<file path="src/rtl/input_debouncer_pkg.sv">
// Shared state encodings and board-level defaults for the input debouncer.
// Gray-ordered codes: each legal transition flips a single state bit.
package input_debouncer_pkg;

  typedef enum logic [1:0] {
    ST_LOW    = 2'b00,
    ST_WAIT_H = 2'b01,
    ST_HIGH   = 2'b11,
    ST_WAIT_L = 2'b10
  } state_e;

  // 10 ms hold time at a 100 MHz board clock.
  localparam int BOARD_STABLE_CYCLES = 1_000_000;

endpackage

</file>
<file path="src/rtl/input_debouncer_synchronizer.sv">
// Flop chain that brings an asynchronous level into the clk domain; reusable for any board input.
// Latency SYNC_STAGES edges; no backpressure.
module input_debouncer_synchronizer #(
  parameter int SYNC_STAGES = 2
) (
  input  logic clk,
  input  logic rst,
  input  logic d,
  output logic q
);

  logic [SYNC_STAGES-1:0] sync_q;
  logic [SYNC_STAGES-1:0] sync_d;

  always_comb begin
    sync_d = {sync_q[SYNC_STAGES-2:0], d};
  end

  always_ff @(posedge clk or negedge rst) begin
    if (!rst) begin
      sync_q <= '0;
    end else begin
      sync_q <= sync_d;
    end
  end

  assign q = sync_q[SYNC_STAGES-1];

endmodule

</file>
<file path="src/rtl/input_debouncer.sv">
// Debounces a raw button/switch: synchronizer, then a counter-qualified 4-state FSM.
// z follows x after SYNC_STAGES+STABLE_CYCLES edges of steady input; no backpressure.
module input_debouncer
  import input_debouncer_pkg::*;
#(
  parameter int SYNC_STAGES   = 2,
  parameter int STABLE_CYCLES = 16
) (
  input  logic clk,
  input  logic rst,
  input  logic x,
  output logic z,
  output logic settling
);

  localparam int CNT_W = $clog2(STABLE_CYCLES + 1);
  localparam logic [CNT_W-1:0] CNT_MAX = CNT_W'(STABLE_CYCLES - 1);
  localparam logic [CNT_W-1:0] CNT_ONE = CNT_W'(1);

  logic             s;
  state_e           state_q, state_d;
  logic [CNT_W-1:0] cnt_q, cnt_d;

  input_debouncer_synchronizer #(
    .SYNC_STAGES(SYNC_STAGES)
  ) u_sync (
    .clk(clk),
    .rst(rst),
    .d  (x),
    .q  (s)
  );

  always_ff @(posedge clk or negedge rst) begin
    if (!rst) begin
      state_q <= ST_LOW;
      cnt_q   <= '0;
    end else begin
      state_q <= state_d;
      cnt_q   <= cnt_d;
    end
  end

  // cnt counts samples already seen at the candidate level, so it tops out at STABLE_CYCLES-1.
  always_comb begin
    state_d = state_q;
    cnt_d   = cnt_q;
    case (state_q)
      ST_LOW: begin
        if (s) begin
          if (STABLE_CYCLES == 1) begin
            state_d = ST_HIGH;
            cnt_d   = '0;
          end else begin
            state_d = ST_WAIT_H;
            cnt_d   = CNT_ONE;
          end
        end
      end
      ST_WAIT_H: begin
        if (!s) begin
          state_d = ST_LOW;
          cnt_d   = '0;
        end else if (cnt_q == CNT_MAX) begin
          state_d = ST_HIGH;
          cnt_d   = '0;
        end else begin
          cnt_d = cnt_q + CNT_ONE;
        end
      end
      ST_HIGH: begin
        if (!s) begin
          if (STABLE_CYCLES == 1) begin
            state_d = ST_LOW;
            cnt_d   = '0;
          end else begin
            state_d = ST_WAIT_L;
            cnt_d   = CNT_ONE;
          end
        end
      end
      ST_WAIT_L: begin
        if (s) begin
          state_d = ST_HIGH;
          cnt_d   = '0;
        end else if (cnt_q == CNT_MAX) begin
          state_d = ST_LOW;
          cnt_d   = '0;
        end else begin
          cnt_d = cnt_q + CNT_ONE;
        end
      end
      default: begin
        state_d = ST_LOW;
        cnt_d   = '0;
      end
    endcase
  end

  always_comb begin
    z        = (state_q == ST_HIGH)   || (state_q == ST_WAIT_L);
    settling = (state_q == ST_WAIT_H) || (state_q == ST_WAIT_L);
  end

endmodule

</file>
<file path="config.mk">
export PLATFORM = sky130hd
export DESIGN_NAME = input_debouncer
export DESIGN_NICKNAME = d
export VERILOG_FILES = /design/src/rtl/input_debouncer_pkg.sv /design/src/rtl/input_debouncer_synchronizer.sv /design/src/rtl/input_debouncer.sv
export SDC_FILE = /design/constraint.sdc
export NUM_CORES = 1
export LEC_CHECK = 0
export ABC_AREA = 1
export ABC_CLOCK_PERIOD_IN_PS = 1200
export BUFFER_PORTS_ARGS = -buffer_cell sky130_fd_sc_hd__buf_2
export CORE_MARGIN = 5
export CORE_UTILIZATION = 40
export CTS_BUF_LIST = sky130_fd_sc_hd__clkbuf_8
export DETAILED_ROUTE_END_ITERATION = 16
export PLACE_DENSITY = 0.56
export SLEW_MARGIN = 20
export SYNTH_ARGS = -nofsm -noshare
export SYNTH_HDL_FRONTEND = slang
export SYNTH_HIERARCHICAL = 1
export SYNTH_SLANG_ARGS = --single-unit
</file>
<file path="constraint.sdc">
create_clock -name clk -period 1.2 [get_ports clk]
set_input_delay 0.06 -clock clk [delete_from_list [all_inputs] [get_ports clk]]
set_output_delay 0.06 -clock clk [all_outputs]
set_load 0.01 [all_outputs]
</file>
==> insert_results.sql, run 1 <==
INSERT INTO impl_metrics (metric_group, metric, value, unit) VALUES
('global_route', 'grt_first_pass_wirelength', '1790', 'µm'),
('place', 'placedInstanceArea', '658', 'µm²'),
('global_route', 'vias_in_the_first_global_route', '452', ''),
('detailed_routing', 'detail-route-antenna-nets', '0', ''),
('floorplan', 'die-area', '0.00228', 'mm²'),
('pwr', 'p_leak', '0.421', 'nW'),
('global_route', 'number_of_antenna_violations_at_the_first_check_in_global_routing', '0', ''),
('clock_tree', 'root_buffer', 'clkbuf_8', ''),
('critical_path', 'crit_path_required_time', '1360', 'ps'),
('clock_tree', 'clock_tree.htree_level_count', '1', ''),
('pwr', 'p_per_area', '2290', 'mW/mm²'),
('layout', 'fill_cells', '119', ''),
('global_route', 'overflow', '0', ''),
('clock_tree', 'clock_sinks', '9', ''),
('run_status', 'outcome', 'finished with violations', ''),
('min_path', 'worst_hold_path_type', 'primary input to asynchronous set/reset pin', ''),
('floorplan', 'top_level_ports', '5', ''),
('detailed_routing', 'route.final.wire_length', '1120', 'µm'),
('run_status', 'violated_checks', 'negative setup slack', ''),
('critical_path', 'worst-path-buf-inv', '1', ''),
('clock_tree', 'insertion_delay', '220', 'ps'),
('synth', 'cell_with_the_most_instances_after_synthesis', 'nand2_1', ''),
('detailed_routing', 'detailroute.via_count', '502', ''),
('critical_path', 'cp_slowest_stage_delay', '430', 'ps'),
('synth', 'post_synth_edffs', '0', ''),
('critical_path', 'worst_r2r_endpoint', 'state_q[1]$_DFFE_PN0P_', ''),
('timing', 'timing.max_slew.rel_slack', '82.4', '%'),
('critical_path', 'critical_path.top_delay_family', 'flip-flops', ''),
('timing', 'final.min_clock_period', '1260', 'ps'),
('clock_tree', 'cts_tree', 'done', ''),
('critical_path', 'r2r.worst_path.cells', '6', ''),
('critical_path', 'critical_path.startpoint_type', 'flop', ''),
('critical_path', 'register_to_register_setup_slack', '-60', 'ps'),
('synth', 'synth_top_cell_by_area', 'dfrtp_1', ''),
('layout', 'nets', '101', ''),
('layout', 'num_antenna_cells', '0', ''),
('place', 'pre_cts_ws', '-63.0', 'ps'),
('global_route', 'largest_net_degree_at_the_start_of_global_routing', '10', ''),
('detailed_routing', 'drt_first_iter_violations', '5', ''),
('floorplan', 'fp.dieW', '47.7', 'µm'),
('synth', 'synth_sequential_area_ratio', '39.6', '%'),
('place', 'globalplace.congestion', '0.783', ''),
('synth', 'postSynth.asyncResetShare', '100', '%'),
('clock_tree', 'clock_path_buffers', '2', ''),
('layout', 'finalCoreUtilization', '63.4', '%'),
('job', 'drv.max_cap_violation_count', '0', ''),
('floorplan', 'effective_utilization_at_floorplan', '43.2', '%'),
('timing', 'finClkSkew', '0.425', 'ps'),
('timing', 'setup-violations-final', '7', ''),
('synth', 'syn_avg_cell_area', '7.69', 'µm²'),
('critical_path', 'r2r_start', 'state_q[0]$_DFFE_PN0P_', ''),
('timing', 'max_freq', '792', 'MHz'),
('detailed_routing', 'firstDrtPassIters', '4', ''),
('critical_path', 'cell_chain_critical_path', 'inv_4 -> ha_4 -> nand2_4 -> a21oi_2 -> nand3_1 -> nand2_1', ''),
('timing', 'post-route-period-util', '105', '%'),
('synth', 'synthesis.yosys.warnings', '6', ''),
('timing', 'slew_viol_final', '0', ''),
('synth', 'ys_top_cells_by_count', '25 x nand2_1, 11 x inv_1, 9 x dfrtp_1', ''),
('synth', 'synthTopCellsByArea', 'dfrtp_1 40%, nand2_1 16%, ha_1 13%', ''),
('pwr', 'worst_case_vdd_ir_drop', '1.39', 'mV'),
('detailed_routing', 'wire_per_inst', '10.6', 'µm'),
('critical_path', 'crit_slowest_cell', 'dfrtp_2', ''),
('clock_tree', 'cts.reportedPaths.clkPinSlew', '40', 'ps'),
('floorplan', 'placeableCoreArea', '0.00132', 'mm²'),
('timing', 'timing.final.ws_setup', '-61.9', 'ps'),
('synth', 'dominantRegCellSynth', 'dfrtp_1', ''),
('timing', 'hold_viol', '0', ''),
('timing', 'totalNegativeSetupSlack', '-228', 'ps'),
('synth', 'postSynthNetCount', '83', ''),
('critical_path', 'timing.critical_path.arrival', '1420', 'ps'),
('detailed_routing', 'via_per_inst', '4.74', '');
[through the flow]
step	std cells	hold slack, ps	power (mW)
after floorplan	74	-236	1.03
after global placement	98	-86.9	1.30
after detailed placement	98	-85.0	1.30
after CTS	104	210	1.72
after global routing	106	231	2.08
final	106	210	1.92
[flip-flops by register name, indices dropped and copies added (netlist names)]
name           count
cnt_q              5
state_q            2
u_sync/sync_q      2
[layout by cell type, fill, tap and decap left out]
cell type and instances:
clkbuf_8 3, nand2_4 4, nand2_2 5, nor2_2 1, nor2_1 1, nand3_1 8
ha_4 4, buf_2 4, ha_2 1, inv_1 9, o21ai_2 1, buf_6 1
inv_4 3, ha_1 1, buf_4 6, inv_2 2, a21oi_2 2, a22oi_2 1
nand2_1 20, dfrtp_2 2, dfrtp_1 7, dlygate4sd3_1 2, nor2_4 1, nand4_1 2
[per-layer routing]
metal / GRT usage, % / routed length [µm] / up-vias
met1: 14.7 / 531 / 232
met2: 18.5 / 553 / 6
met5: 0 / 0 / -
met3: 1.13 / 26 / 2
met4: 6.45 / 11 / 0
li1: - / - / 262
[final cells by class]
cell class,instances,area (µm²),area share [%]
flip-flops and latches,9,228,27.2
clock buffers,3,41.3,4.94
inverters,13,56.3,6.74
clock inverters,1,3.75,0.449
multi-input cells,52,392,46.9
well taps,15,18.8,2.25
repair buffers,13,96.3,11.5
[logic make-up after synthesis]
group / count (synthesis) / synth area share, %
flops: 9 / 39.6
simple gates: 42 / 34.3
buf+inv: 13 / 9.01
compound gates: 4 / 3.96
fa+ha+maj: 6 / 13.2
[timing repair]
| action | 4_1_cts | 5_1_grt |
|---|---|---|
| pin swaps | 5 | 10 |
| cloned | 0 | 0 |
| hold endpoints to repair | 10 | 0 |
| endpoints found under the setup margin | 8 | 9 |
| buffers inserted | 1 | 2 |
| hold buffers | 2 | 0 |
| gates resized for setup | 13 | 16 |
[power breakdown]
group          total (mW)  switching (mW)  internal [mW]
combinational        1.12           0.596          0.521
sequential          0.484          0.0990          0.385
clock               0.317          0.0961          0.221
total                1.92           0.791           1.13
[worst max path at each step]
stage	endpoint	start	slack [ps]	cells after the start
CTS	state_q[1]$_DFFE_PN0P_	state_q[0]$_DFFE_PN0P_	-30	7
global placement	state_q[1]$_DFFE_PN0P_	state_q[1]$_DFFE_PN0P_	-60	6
floorplan	state_q[0]$_DFFE_PN0P_	state_q[0]$_DFFE_PN0P_	40	8
global route	state_q[1]$_DFFE_PN0P_	state_q[0]$_DFFE_PN0P_	-150	6
detailed placement	state_q[0]$_DFFE_PN0P_	state_q[0]$_DFFE_PN0P_	-60	8
finish	state_q[1]$_DFFE_PN0P_	state_q[0]$_DFFE_PN0P_	-60	6
Power figures use the tool's default switching activity.
==> run 2, diff against run 1 <==
--- a/config.mk
+++ b/config.mk
@@ -5,14 +5,13 @@
 export SDC_FILE = /design/constraint.sdc
 export NUM_CORES = 1
 export LEC_CHECK = 0
-export ABC_AREA = 1
 export ABC_CLOCK_PERIOD_IN_PS = 1200
 export BUFFER_PORTS_ARGS = -buffer_cell sky130_fd_sc_hd__buf_2
 export CORE_MARGIN = 5
 export CORE_UTILIZATION = 40
 export CTS_BUF_LIST = sky130_fd_sc_hd__clkbuf_8
 export DETAILED_ROUTE_END_ITERATION = 16
-export PLACE_DENSITY = 0.56
+export PLACE_DENSITY = 0.57
 export SLEW_MARGIN = 20
 export SYNTH_ARGS = -nofsm -noshare
 export SYNTH_HDL_FRONTEND = slang
==> insert_results.sql, run 2 <==
INSERT INTO impl_metrics (metric_group, metric, value, unit) VALUES
('global_route', 'overflow', '0', ''),
('floorplan', 'placeableCoreArea', '0.00127', 'mm²'),
('global_route', 'vias_in_the_first_global_route', '481', ''),
('synth', 'portion_of_synthesized_cell_area_occupied_by_the_leading_cell_type', '43.1', '%'),
('synth', 'post_synth_inst_count', '49', ''),
('layout', 'seqCellArea', '228', 'µm²'),
('floorplan', 'rows', '13', ''),
('synth', 'synth_simple_gate_area_share', '12.0', '%'),
('clock_tree', 'clock_sinks', '9', ''),
('critical_path', 'timing.setup.critical_path_class', 'flop to flop', ''),
('floorplan', 'die_height', '46.2', 'µm'),
('timing', 'fin_worst_hold_slack', '206', 'ps'),
('pwr', 'power.share.switching', '36.4', '%'),
('clock_tree', 'insertion_delay', '240', 'ps'),
('synth', 'ys_top_cells_by_count', '9 x dfrtp_1, 6 x ha_1, 5 x inv_1', ''),
('layout', 'multi_input_area', '354', 'µm²'),
('floorplan', 'fp.dieW', '46.2', 'µm'),
('synth', 'post_synth_edffs', '0', ''),
('detailed_routing', 'drc_errors', '0', ''),
('synth', 'yosys.area_share.xor_xnor', '0', '%'),
('clock_tree', 'cts_tree', 'done', ''),
('timing', 'worst_pin_slew', '222', 'ps'),
('synth', 'synthTopCellsByArea', 'dfrtp_1 43%, ha_1 14%, mux2_4 8.6%', ''),
('layout', 'final_common_cell', 'buf_4', ''),
('place', 'dpl.cell_count', '80', ''),
('synth', 'syn_avg_cell_area', '10.7', 'µm²'),
('synth', 'share_of_the_synthesized_area_in_compound_gates_ao_oa_aoi_oai', '13.9', '%'),
('clock_tree', 'clock_tree.htree_level_count', '1', ''),
('global_route', 'number_of_antenna_violations_at_the_first_check_in_global_routing', '0', ''),
('detailed_routing', 'firstDrtPassIters', '4', ''),
('detailed_routing', 'via_per_inst', '5.27', ''),
('synth', 'cell_with_the_most_instances_after_synthesis', 'dfrtp_1', ''),
('layout', 'finalCoreUtilization', '69.7', '%'),
('detailed_routing', 'detail-route-antenna-nets', '0', ''),
('layout', 'fill_cells', '92', ''),
('pwr', 'intPower', '1.57', 'mW'),
('synth', 'synthesis.area', '523', 'µm²'),
('pwr', 'worst_case_vdd_ir_drop', '1.25', 'mV'),
('clock_tree', 'cts.reportedPaths.clkPinSlew', '50', 'ps'),
('detailed_routing', 'detailroute.via_count', '490', ''),
('global_route', 'largest_net_degree_at_the_start_of_global_routing', '10', ''),
('timing', 'timing.max_slew.rel_slack', '85.2', '%'),
('pwr', 'p_leak', '0.399', 'nW'),
('layout', 'final_cell_area', '885', 'µm²'),
('global_route', 'grt_util_all_layers', '15.6', '%'),
('layout', 'area_growth_syn_to_layout', '69.1', '%'),
('layout', 'registers.top_by_ff_count', 'cnt_q', ''),
('timing', 'finClkSkew', '0.578', 'ps'),
('synth', 'post_synth_fa_ha_maj_area_fraction', '14.4', '%'),
('critical_path', 'timing.critical_path.arrival', '1670', 'ps'),
('clock_tree', 'root_buffer', 'clkbuf_8', ''),
('floorplan', 'die-area', '0.00213', 'mm²'),
('layout', 'layout-drive-gt1-share', '57.7', '%'),
('critical_path', 'worstSetupEndpointType', 'flop', ''),
('place', 'dpl.hpwl', '903', 'µm'),
('pwr', 'switching_power', '0.899', 'mW'),
('synth', 'synthesis.yosys.warnings', '6', ''),
('detailed_routing', 'drt_first_iter_violations', '9', ''),
('synth', 'yosys_register_bits', '9', ''),
('detailed_routing', 'route.final.wire_length', '1340', 'µm'),
('timing', 'hold_viol', '0', ''),
('timing', 'setup-violations-final', '9', ''),
('synth', 'synth.area.mux_share', '12.4', '%'),
('place', 'globalplace.congestion', '0.775', ''),
('floorplan', 'effective_utilization_at_floorplan', '41.2', '%'),
('timing', 'final.min_clock_period', '1550', 'ps'),
('place', 'placedInstanceArea', '658', 'µm²'),
('layout', 'nets', '88', ''),
('pwr', 'post-layout-total-power', '2.47', 'mW'),
('place', 'placement.io_buffers', '4', ''),
('synth', 'postSynthNetCount', '58', ''),
('timing', 'max_freq', '646', 'MHz'),
('critical_path', 'critical_path.startpoint_type', 'flop', ''),
('synth', 'synth_sequential_area_ratio', '43.1', '%'),
('layout', 'stdcell_count', '93', ''),
('timing', 'timing.final.ws_setup', '-347', 'ps'),
('layout', 'layout_top_registers', 'cnt_q: 5 flops, state_q: 2 flops, u_sync/sync_q: 2 flops', ''),
('min_path', 'worst_hold_path_type', 'primary input to asynchronous set/reset pin', ''),
('synth', 'synth_top_cell_by_area', 'dfrtp_1', ''),
('synth', 'dominantRegCellSynth', 'dfrtp_1', ''),
('run_status', 'outcome', 'finished with violations', ''),
('global_route', 'grt_first_pass_wirelength', '2190', 'µm'),
('layout', 'most-common-layout-cells', '16 x buf_4, 7 x dfrtp_1, 4 x buf_2', ''),
('timing', 'post-route-period-util', '129', '%'),
('critical_path', 'crit_path_required_time', '1320', 'ps'),
('pwr', 'power.share.clock', '14.8', '%'),
('clock_tree', 'clock_path_buffers', '2', ''),
('critical_path', 'worst-path-max-fanout', '4', ''),
('synth', 'netlist-cell-type-count', '21', ''),
('layout', 'num_antenna_cells', '0', ''),
('pwr', 'share_comb_of_total_power', '66.1', '%'),
('timing', 'slew_viol_final', '0', ''),
('synth', 'postSynth.asyncResetShare', '100', '%'),
('layout', 'largest_register_ffs', '5', ''),
('pwr', 'p_per_area', '2790', 'mW/mm²'),
('clock_tree', 'numCtsBuffers', '3', ''),
('job', 'drv.max_cap_violation_count', '0', ''),
('floorplan', 'top_level_ports', '5', ''),
('timing', 'rsz0062_at_grt', 'yes', ''),
('synth', 'synth_top_family_by_area', 'adder cells', ''),
('run_status', 'violated_checks', 'negative setup slack', ''),
('detailed_routing', 'wire_per_inst', '14.4', 'µm'),
('pwr', 'p_seq_share', '19.1', '%');
[run 2: cell count changes in the layout (fill, tap and decap cells not counted), moves of 3 or more]
cell     change
nand2_1     -18
buf_4       +10
inv_1        -6
nand3_1      -6
nand2_2      -5
nand2_4      -4
mux2_4       +3
[run 2: repair_timing]
action                     in CTS  in global routing
resized for setup               8                 14
setup buffers                   3                  3
setup endpoints to repair       9                  9
pin swaps                       4                  5
hold buffers                    2                  0
hold endpoints to repair       10                  0
cloned                          1                  0
[run 2: layer usage]
metal  global-route usage [%]  share of wire (%)  wire (µm)  vias up
li1                         -                  -          -      233
met1                     15.4                 37        499      236
met2                     26.4                 53        714       14
met3                     5.08                4.4         59        7
met4                     12.5                4.9         65        0
met5                        0                  0          0        -
[run 2: worst paths after layout]
kind / start / endpoint / slack, ps / cells after the start
max in group asynchronous: rst / state_q[0]$_DFFE_PN0P_ / 800 / 2
worst max register to register: state_q[1]$_DFFE_PN0P_ / state_q[1]$_DFFE_PN0P_ / -350 / 5
worst min register to register: u_sync/sync_q[0]$_DFF_PN0_ / u_sync/sync_q[1]$_DFF_PN0_ / 350 / 0
min in group clk: u_sync/sync_q[0]$_DFF_PN0_ / u_sync/sync_q[1]$_DFF_PN0_ / 350 / 0
worst min-delay path: rst / cnt_q[3]$_DFFE_PN0P_ / 210 / 2
worst max-delay path: state_q[1]$_DFFE_PN0P_ / state_q[1]$_DFFE_PN0P_ / -350 / 5
[run 2: kinds of logic after synthesis]
logic type                 count (synthesis)
AOI/OAI and AO/OA                         11
adders and majority gates                  6
buffers and inverters                      6
DFF                                        9
muxes                                      5
and+or+nand+nor                           12
[run 2: metrics by stage]
stage	setup TNS [ps]	setup WS (ps)
CTS	-2200	-330
detailed placement	-1780	-363
global route	-2480	-382
global placement	-1700	-340
finish	-2060	-347
floorplan	-715	-308
[run 2: area by class of cell]
class	count	area share, %
well taps	15	2.12
multi-input cells	34	40.0
flip-flops and latches	9	25.7
repair buffers	26	24.2
inverters	5	2.69
clock buffers	3	4.67
clock inverters	1	0.566
[run 2: critical path: stages (launching register included)]
cell and delay, ps:
dfrtp_2 430, inv_4 70, ha_4 170, mux2_4 280
a21o_1 190, mux2_4 300
[run 2: power by group through the flow]
stage | Sequential, mW | Combinational [mW] | Clock (mW)
after global placement | 0.442 | 0.985 | 0
after floorplan | 0.439 | 0.614 | 0
after global routing | 0.483 | 1.75 | 0.401
after detailed placement | 0.443 | 1.01 | 0
after CTS | 0.441 | 1.29 | 0.375
final | 0.471 | 1.63 | 0.366
==> run 3, diff against run 2 <==
==> constraint.sdc (replaced) <==
create_clock -name clk -period 1.2 [get_ports clk]
set_input_delay 0 -clock clk [delete_from_list [all_inputs] [get_ports clk]]
set_output_delay 0 -clock clk [all_outputs]
set_load 0.01 [all_outputs]
==> insert_results.sql, run 3 (synthesis results as in run 2) <==
INSERT INTO impl_metrics (metric_group, metric, value, unit) VALUES
('run_status', 'outcome', 'finished with violations', ''),
('run_status', 'violated_checks', 'negative setup slack', ''),
('critical_path', 'timing.setup.critical_path_class', 'flop to flop', ''),
('pwr', 'post-layout-total-power', '2.33', 'mW'),
('clock_tree', 'insertion_delay', '240', 'ps'),
('detailed_routing', 'via_per_inst', '5.10', ''),
('critical_path', 'timing.critical_path.arrival', '1660', 'ps'),
('floorplan', 'die-area', '0.00213', 'mm²'),
('pwr', 'share_comb_of_total_power', '64.1', '%'),
('global_route', 'largest_net_degree_at_the_start_of_global_routing', '10', ''),
('layout', 'num_antenna_cells', '0', ''),
('timing', 'fin_worst_hold_slack', '144', 'ps'),
('place', 'placement.io_buffers', '4', ''),
('global_route', 'grt_use_met2', '26.4', '%'),
('layout', 'registers.top_by_ff_count', 'cnt_q', ''),
('pwr', 'switching_power', '0.871', 'mW'),
('critical_path', 'r2r.worst_path.cells', '5', ''),
('layout', 'nets', '87', ''),
('pwr', 'p_leak', '0.390', 'nW'),
('detailed_routing', 'firstDrtPassIters', '4', ''),
('clock_tree', 'clock_tree.htree_level_count', '1', ''),
('min_path', 'worst_hold_path_type', 'primary input to asynchronous set/reset pin', ''),
('pwr', 'worst_case_vdd_ir_drop', '1.23', 'mV'),
('detailed_routing', 'drc_errors', '0', ''),
('global_route', 'vias_in_the_first_global_route', '483', ''),
('global_route', 'grt_first_pass_wirelength', '2190', 'µm'),
('detailed_routing', 'route.final.wire_length', '1320', 'µm'),
('clock_tree', 'numCtsBuffers', '3', ''),
('clock_tree', 'cts_tree', 'done', ''),
('timing', 'timing.max_slew.rel_slack', '85.2', '%'),
('timing', 'post-route-period-util', '128', '%'),
('timing', 'max_freq', '649', 'MHz'),
('timing', 'finClkSkew', '2.52', 'ps'),
('layout', 'most-common-layout-cells', '16 x buf_4, 7 x dfrtp_1, 4 x buf_2', ''),
('layout', 'layout_top_registers', 'cnt_q: 5 flops, state_q: 2 flops, u_sync/sync_q: 2 flops', ''),
('timing', 'final.min_clock_period', '1540', 'ps'),
('floorplan', 'fp.dieW', '46.2', 'µm'),
('global_route', 'overflow', '0', ''),
('global_route', 'top_usage_layer', 'met2', ''),
('detailed_routing', 'detailroute.via_count', '469', ''),
('layout', 'layout-drive-gt1-share', '57.1', '%'),
('critical_path', 'worst_r2r_endpoint', 'state_q[1]$_DFFE_PN0P_', ''),
('critical_path', 'r2r_start', 'state_q[1]$_DFFE_PN0P_', ''),
('place', 'dpl.hpwl', '903', 'µm'),
('critical_path', 'critical_path.startpoint_type', 'flop', ''),
('floorplan', 'rows', '13', ''),
('timing', 'hold_viol', '0', ''),
('global_route', 'number_of_antenna_violations_at_the_first_check_in_global_routing', '0', ''),
('place', 'pre_cts_ws', '-363', 'ps'),
('place', 'dpl.cell_count', '80', ''),
('clock_tree', 'clock_sinks', '9', ''),
('global_route', 'met3_layer_usage_reported_by_global_route', '5.08', '%'),
('global_route', 'grt.met1_usage', '15.4', '%'),
('timing', 'rsz0062_at_grt', 'yes', ''),
('floorplan', 'placeableCoreArea', '0.00127', 'mm²'),
('detailed_routing', 'detail-route-antenna-nets', '0', ''),
('layout', 'final_cell_area', '865', 'µm²'),
('pwr', 'p_seq_share', '20.2', '%'),
('job', 'drv.max_cap_violation_count', '0', ''),
('layout', 'final_common_cell', 'buf_4', ''),
('detailed_routing', 'wire_per_inst', '14.3', 'µm'),
('pwr', 'p_per_area', '2700', 'mW/mm²'),
('pwr', 'power.share.switching', '37.3', '%'),
('critical_path', 'crit_path_required_time', '1320', 'ps'),
('critical_path', 'worstSetupEndpointType', 'flop', ''),
('timing', 'totalNegativeSetupSlack', '-1920', 'ps'),
('floorplan', 'top_level_ports', '5', ''),
('layout', 'stdcell_count', '92', ''),
('detailed_routing', 'drt_first_iter_violations', '5', ''),
('global_route', 'grt_util_all_layers', '15.6', '%'),
('clock_tree', 'cts.reportedPaths.clkPinSlew', '50', 'ps'),
('floorplan', 'effective_utilization_at_floorplan', '41.2', '%'),
('clock_tree', 'clock_path_buffers', '2', ''),
('pwr', 'intPower', '1.46', 'mW'),
('pwr', 'power.share.clock', '15.7', '%'),
('critical_path', 'worst-path-max-fanout', '4', ''),
('timing', 'slew_viol_final', '0', ''),
('layout', 'finalCoreUtilization', '68.1', '%'),
('critical_path', 'critPathCapture', 'state_q[1]$_DFFE_PN0P_', ''),
('critical_path', 'register_to_register_setup_slack', '-340', 'ps'),
('timing', 'setup-violations-final', '9', ''),
('timing', 'timing.final.ws_setup', '-341', 'ps'),
('place', 'globalplace.congestion', '0.775', ''),
('critical_path', 'startpoint', 'state_q[1]$_DFFE_PN0P_', ''),
('clock_tree', 'root_buffer', 'clkbuf_8', ''),
('timing', 'worst_pin_slew', '222', 'ps'),
('layout', 'largest_register_ffs', '5', ''),
('place', 'placedInstanceArea', '658', 'µm²'),
('floorplan', 'die_height', '46.2', 'µm'),
('layout', 'area_growth_syn_to_layout', '65.3', '%');
[run 3: repair_timing]
action,4_1_cts,5_1_grt
hold endpoints to repair,10,0
endpoints found under the setup margin,9,9
hold buffers,2,0
pin swaps,4,5
cloned,1,0
buffers inserted,3,2
resized for setup,8,14
[run 3: cell type report]
cell class	count	area, µm²
clock buffer	3	41.3
clock inverter	1	5.00
fill	95	404
inverter	5	23.8
multi-input combinational	34	354
sequential	9	228
tap	15	18.8
timing repair buffer	25	194
[run 3: worst max-delay path: stages, from the launching register on]
cell,delay [ps]
dfrtp_2,430
inv_4,70
ha_4,160
mux2_4,270
a21o_1,190
mux2_4,290
[run 3: routing by layer]
layer / share of wire, % / wire [µm]
met2: 55 / 720
met4: 3.2 / 42
met1: 39 / 509
met3: 3.6 / 48
met5: 0 / 0
[run 3: power by group through the flow]
stage	clock, mW	sequential [mW]	combinational, mW
floorplan	0	0.439	0.614
global placement	0	0.442	0.985
detailed placement	0	0.443	1.01
CTS	0.375	0.441	1.29
global route	0.401	0.483	1.62
finish	0.365	0.471	1.50
[run 3: how the worst min path moves through the flow]
stage	startpoint	endpoint	slack [ps]	cells past startpoint
global route	rst	cnt_q[3]$_DFFE_PN0P_	170	2
finish	rst	cnt_q[3]$_DFFE_PN0P_	140	2
detailed placement	rst	cnt_q[0]$_DFFE_PN0P_	-140	1
floorplan	rst	cnt_q[0]$_DFFE_PN0P_	-300	0
CTS	rst	cnt_q[0]$_DFFE_PN0P_	140	2
global placement	rst	cnt_q[1]$_DFFE_PN0P_	-140	1
